### config.mk
export PLATFORM = sky130hd
export DESIGN_NAME = mod_shift_reduce
export DESIGN_NICKNAME = d
export VERILOG_FILES = /design/src/rtl/mod_shift_reduce.sv
export SDC_FILE = /design/constraint.sdc
export NUM_CORES = 1
export LEC_CHECK = 0
export CORE_UTILIZATION = 50
export CTS_BUF_LIST = sky130_fd_sc_hd__clkbuf_16
export CTS_CLUSTER_DIAMETER = 40
export DETAILED_ROUTE_END_ITERATION = 10
export MAX_ROUTING_LAYER = met4
export PLACE_DENSITY = 0.75
export RECOVER_POWER = 50
export SYNTH_ARGS = -nofsm -noshare
export SYNTH_HDL_FRONTEND = slang
export SYNTH_SLANG_ARGS = --single-unit
### constraint.sdc
create_clock -name clk -period 8.7 [get_ports clk]
set_input_delay 0.87 -clock clk [delete_from_list [all_inputs] [get_ports clk]]
set_output_delay 0.87 -clock clk [all_outputs]
set_load 0.01 [all_outputs]
### src/rtl/mod_shift_reduce.sv
// -----------------------------------------------------------------------------
// mod_shift_reduce
//
// Sequential modular reducer computing (a_in * 2^k_in) mod n_in, or plain
// a_in mod n_in when mode_in is high. One restoring shift-subtract step is
// performed per clock: the operand bits are fed MSB first, followed by k zero
// bits, so that the running remainder ends up as (a * 2^k) mod n. Typical use
// is converting operands into the Montgomery domain (R = 2^k).
//
// Ports
//   clk      rising-edge clock
//   rstn     asynchronous active-low reset (aborts silently, no done pulse)
//   start    request, sampled only while busy is low
//   mode_in  0: (a*2^k) mod n   1: a mod n (k ignored)
//   a_in     operand, any value (a_in >= n_in allowed)
//   k_in     shift amount, legal 0..MAX_SHIFT in mode 0
//   n_in     modulus, must be non-zero
//   busy     high from the edge after acceptance until done
//   done     one-cycle pulse, result/err valid while high
//   err      illegal request flag, held until the next accepted start
//   result   remainder, held until the next accepted start
// -----------------------------------------------------------------------------
module mod_shift_reduce #(
    parameter int unsigned WIDTH     = 32,
    parameter int unsigned SHIFT_W   = 8,
    parameter int unsigned MAX_SHIFT = 2 * WIDTH
) (
    input  logic               clk,
    input  logic               rstn,
    input  logic               start,
    input  logic               mode_in,
    input  logic [WIDTH-1:0]   a_in,
    input  logic [SHIFT_W-1:0] k_in,
    input  logic [WIDTH-1:0]   n_in,
    output logic               busy,
    output logic               done,
    output logic               err,
    output logic [WIDTH-1:0]   result
);

    // Iteration counter must hold WIDTH + MAX_SHIFT.
    localparam int unsigned CNT_W = $clog2(WIDTH + MAX_SHIFT + 1);
    localparam logic [CNT_W-1:0] CNT_ONE = CNT_W'(1);

    typedef enum logic [1:0] {
        ST_IDLE = 2'b00,
        ST_RUN  = 2'b01,
        ST_FIN  = 2'b10
    } state_t;

    state_t             state_q;
    logic [WIDTH-1:0]   a_q;
    logic [WIDTH-1:0]   n_q;
    logic [WIDTH-1:0]   rem_q;
    logic [CNT_W-1:0]   cnt_q;
    logic               bad_q;
    logic               busy_q;
    logic               done_q;
    logic               err_q;
    logic [WIDTH-1:0]   result_q;

    logic [WIDTH-1:0]   rem_d;
    logic               req_bad_d;
    logic [CNT_W-1:0]   cnt_load_d;

    // One restoring step: t = 2*rem + b evaluated at WIDTH+2 bits so that a
    // modulus with its MSB set cannot overflow the comparison. Because
    // rem < n, t < 2n and a single conditional subtract suffices; the
    // difference is < n and therefore fits back into WIDTH bits.
    function automatic logic [WIDTH-1:0] reduce_step(
        input logic [WIDTH-1:0] rem,
        input logic             b,
        input logic [WIDTH-1:0] n
    );
        logic [WIDTH+1:0] t;
        logic [WIDTH+1:0] n_ext;
        logic [WIDTH+1:0] r;
        t     = {1'b0, rem, b};
        n_ext = {2'b00, n};
        if (t >= n_ext) begin
            r = t - n_ext;
        end else begin
            r = t;
        end
        return r[WIDTH-1:0];
    endfunction

    // Next remainder, request legality and initial iteration count.
    always_comb begin
        rem_d      = reduce_step(rem_q, a_q[WIDTH-1], n_q);
        req_bad_d  = (n_in == {WIDTH{1'b0}}) ||
                     (!mode_in && (32'(k_in) > MAX_SHIFT));
        cnt_load_d = CNT_W'(WIDTH) + (mode_in ? {CNT_W{1'b0}} : CNT_W'(k_in));
    end

    // Control FSM with all datapath and output registers.
    always_ff @(posedge clk or negedge rstn) begin
        if (!rstn) begin
            state_q  <= ST_IDLE;
            a_q      <= {WIDTH{1'b0}};
            n_q      <= {WIDTH{1'b0}};
            rem_q    <= {WIDTH{1'b0}};
            cnt_q    <= {CNT_W{1'b0}};
            bad_q    <= 1'b0;
            busy_q   <= 1'b0;
            done_q   <= 1'b0;
            err_q    <= 1'b0;
            result_q <= {WIDTH{1'b0}};
        end else begin
            case (state_q)
                ST_IDLE: begin
                    done_q <= 1'b0;
                    if (start) begin
                        a_q      <= a_in;
                        n_q      <= n_in;
                        rem_q    <= {WIDTH{1'b0}};
                        cnt_q    <= cnt_load_d;
                        bad_q    <= req_bad_d;
                        result_q <= {WIDTH{1'b0}};
                        err_q    <= 1'b0;
                        busy_q   <= 1'b1;
                        // Illegal requests skip the iterations entirely.
                        state_q  <= req_bad_d ? ST_FIN : ST_RUN;
                    end else begin
                        state_q  <= ST_IDLE;
                    end
                end
                ST_RUN: begin
                    // Shifting a_q left feeds its bits MSB first and then
                    // zeros for the k extra iterations.
                    a_q   <= {a_q[WIDTH-2:0], 1'b0};
                    rem_q <= rem_d;
                    cnt_q <= cnt_q - CNT_ONE;
                    if (cnt_q == CNT_ONE) begin
                        state_q <= ST_FIN;
                    end else begin
                        state_q <= ST_RUN;
                    end
                end
                ST_FIN: begin
                    result_q <= bad_q ? {WIDTH{1'b0}} : rem_q;
                    err_q    <= bad_q;
                    done_q   <= 1'b1;
                    busy_q   <= 1'b0;
                    state_q  <= ST_IDLE;
                end
                default: begin
                    busy_q  <= 1'b0;
                    done_q  <= 1'b0;
                    state_q <= ST_IDLE;
                end
            endcase
        end
    end

    assign busy   = busy_q;
    assign done   = done_q;
    assign err    = err_q;
    assign result = result_q;

endmodule

==> summary.md <==
| Metric | Value |
|---|---|
| Min Clock Period, post-route | 4900 ps |
| WHS Path Cells | 2 |
| Post-synth EDFFs | 0 |
| Pwr Total | 3.88 mW |
| Vias per cell | 5.72 |
| Register-to-Register Path Depth | 4 |
| Slowest CP cell | clkbuf_1 |
| Met3 WL post-DR | 854 µm |
| Total routed wirelength | 18.3 mm |
| Most frequent cell after synthesis | dfrtp_1 |
| Post-CTS Setup Bufs | 0 |
| Maxcap violations | 6 |
| Top Ports | 111 |
| Hpwl dp | 12.4 mm |
| Worst path top cell family by delay | buffers and inverters |
| Critical path class | in2async |
| DR top layer | met4 |
| Power per cell area | 411 nW/µm² |
| Peak supply drop | 0.178 mV |
| Arr. time, crit path | 5050 ps |
| Routed Antenna Nets | 0 |
| Hold Violations, Final | 0 |
| Buffers on Ports | 110 |
| Syn_nets | 908 |
| CP Capture Type | asynchronous set/reset pin |
| Yosys cell types | 60 |
| Area of the multi-input gates | roughly 3800 µm² |
| CTS buffer count | 17 |
| Die width | approximately 130 µm |
| Post-CTS Resized | 0 |
| Buffers and inverters on the worst path | 2 |
| Fin. max-slew vios | about 320 |
| Met1 Wirelength | 8.71 mm |
| Cts-stage hold buffer count | 0 |
| RSZ-0062 raised after global routing | no |
| Post-Synthesis Cell Area | 7640 µm² |
| Initial antenna violation count | 0 |
| Hold WS | 479 ps |
| Final #Nets | 1000 |
| Final count of negative-setup-slack endpoints | 0 |
| Slew HR | -1.30 |
| Die Footprint | 15800 µm² |
| R2r endpoint | a_q[3] |
| Worst setup SP type | input pin |
| Failing checks | DRC, capacitance limit, slew limit |
| Syn_area_per_cell | 9.59 µm² |
| Critical Path Max Stage Delay | 2380 ps |
| Post-synth top flop | dfrtp_1 |
| End of the critical path | result[11] |
| Fin Setup TNS | 0 ps |
| Vias | 6207 |
| Yosys warns | 0 |
| Crit Reg-Reg Startpoint | state_q[0] |
| Critical Path RT | 8850 ps |
| Fraction of final layout cells sized beyond drive strength 1 | 0.0455 |
| Clk_lat worst skew | 420 ps |
| Pleak | 4.30 nW |
| Synth area leaders | dfrtp_1 (46%), mux2i_1 (6.8%), ha_1 (5.6%) |
| Drt initial violations | 379 |
| Tcrit/Tclk final | 0.564 |
| Register area share after synthesis | 0.462 |
| Synth top area share | 0.462 |
| CTS Buffer Depth | 2 |
| Internal reg-to-reg setup slack | 4700 ps |
| Avg WL per Cell | about 17 µm |
| Post-synthesis cell count | 797 |
| Rows | 44 |
| FMAX | ~200 MHz |
| Seq cells post-synth | roughly 140 |
| Grt total ovfl | 0 |
| Worst Max-Slew Pin Slew | 3450 ps |
| Clock Tree Root | clkbuf_16 |
| Critical Path Source | rstn |
| P&R area growth vs syn | 23.3% |
| Synth cell count leaders | dfrtp_1 (141), nand2_1 (110), o21ai_0 (78) |
| # DRC | 5 |
| Top cell type by total area after synthesis | dfrtp_1 |
| Setup Skew | 8.58 ps |
| TritonCTS Sinks | 141 |
| Core Box Area | roughly 15000 µm² |
| Synth async-reset ratio | 1.00 |
| Vias in the first global route | 6152 |
| Reg area | 3530 µm² |
| WP depth | 2 |
| Starting utilization of the core area | 0.520 |
| Ant. Diodes | 0 |
| Gpl congestion | roughly 0.9 |
| Die Height | approximately 130 µm |
| Fillers | 1211 |
| Critical Path Fanout Max | 79 |
| Met2 WL post-DR | 8.45 mm |
| CTS tree | done |
| First-pass GRT wire length | 30.8 mm |
| DRT Pass-1 Iters | 8 |
| Outcome | finished with violations |
| H-tree depth | 4 |
| Min-delay worst type | reg2reg |
| Crit path cell chain | clkbuf_1, clkbuf_2 |
| GRT Total Usage | 0.253 |
| Largest net degree at the start of global routing | 80 |
| Reg clk slew, reported paths | 60 ps |
cells in the final DEF, fill, tap and decap left out, types with 4 or more instances in the layout:
| cell type | netlist | layout |
|---|---|---|
| mux2i_1 | 52 | 52 |
| a22oi_1 | 4 | 4 |
| xnor2_1 | 17 | 17 |
| a22o_1 | 37 | 37 |
| ha_1 | 34 | 34 |
| nand4_1 | 5 | 5 |
| nand2_1 | 110 | 110 |
| and2_1 | 4 | 4 |
| nand2b_1 | 5 | 5 |
| a32oi_1 | 8 | 8 |
| nor3_1 | 7 | 7 |
| clkdlybuf4s50_1 | 0 | 108 |
| inv_1 | 44 | 48 |
| nor4_1 | 12 | 12 |
| nand3_1 | 11 | 11 |
| xor2_1 | 12 | 12 |
| o21ai_0 | 78 | 78 |
| nor2b_1 | 6 | 5 |
| and3_1 | 4 | 4 |
| a21o_1 | 13 | 13 |
| dfrtp_1 | 141 | 141 |
| a311oi_1 | 4 | 4 |
| clkbuf_16 | 0 | 17 |
| clkbuf_1 | 36 | 4 |
| nor2_1 | 23 | 23 |
| o21ai_1 | 32 | 32 |
| bufinv_16 | 0 | 4 |
| o21a_1 | 5 | 5 |
| a21oi_1 | 37 | 37 |
| o21bai_1 | 8 | 7 |
worst min-delay path by stage:
stage	from	endpoint
final	a_q[28]	a_q[28]
after global placement	a_q[17]	a_q[17]
after floorplan	a_q[10]	a_q[10]
after CTS	rstn	n_q[22]
after detailed placement	done	done
after global routing	a_q[4]	a_q[4]
state kept, by name (all words and copies together) (netlist names):
register,count
result,32
done,1
a_q,32
err,1
state_q,2
busy,1
bad_q,1
cnt_q,7
n_q,32
rem_q,32
cells by family after synthesis:
group                    synth area share
AND/OR/NAND/NOR                     0.120
adder cells (fa/ha/maj)            0.0583
flip-flops                          0.462
multiplexers                       0.0696
AO/OA/AOI/OAI                       0.210
XOR/XNOR                           0.0332
buffers and inverters              0.0478
worst min-delay path, stage by stage (launching register included):
cell	delay [ps]
dfrtp_1	340
nand2_1	50
o21ai_0	60
routing by layer:
layer	track usage	vias up
met1	0.339	2976
met4	0.0875	0
li1	-	3041
met3	0.0442	21
met5	-	-
met2	0.389	169
area by class of cell:
type,count,area share
Multi-Input combinational cell,567,0.399
Sequential cell,141,0.374
Timing Repair Buffer,117,0.120
Clock buffer,17,0.0451
Tap cell,184,0.0244
Clock inverter,15,0.0192
Inverter,45,0.0179
where the power goes:
part / internal, mW / leakage [nW] / switching [mW]
sequential: 0.911 / 1.81 / 0.166
combinational: 0.880 / 2.20 / 1.17
clock: 0.473 / 0.300 / 0.274
total: 2.26 / 4.30 / 1.61
per-stage QoR:
step                instance area [µm²]   util  instances  setup slack, ps
floorplan                          7640      -        797             5890
global placement                   8860  0.603       1054             5260
detailed placement                 8860  0.603       1054             5170
CTS                                9470  0.644       1086             5140
global route                       9430  0.641       1086             2800
finish                             9430  0.641       1086             3800
(Power assumes the default switching activity.)
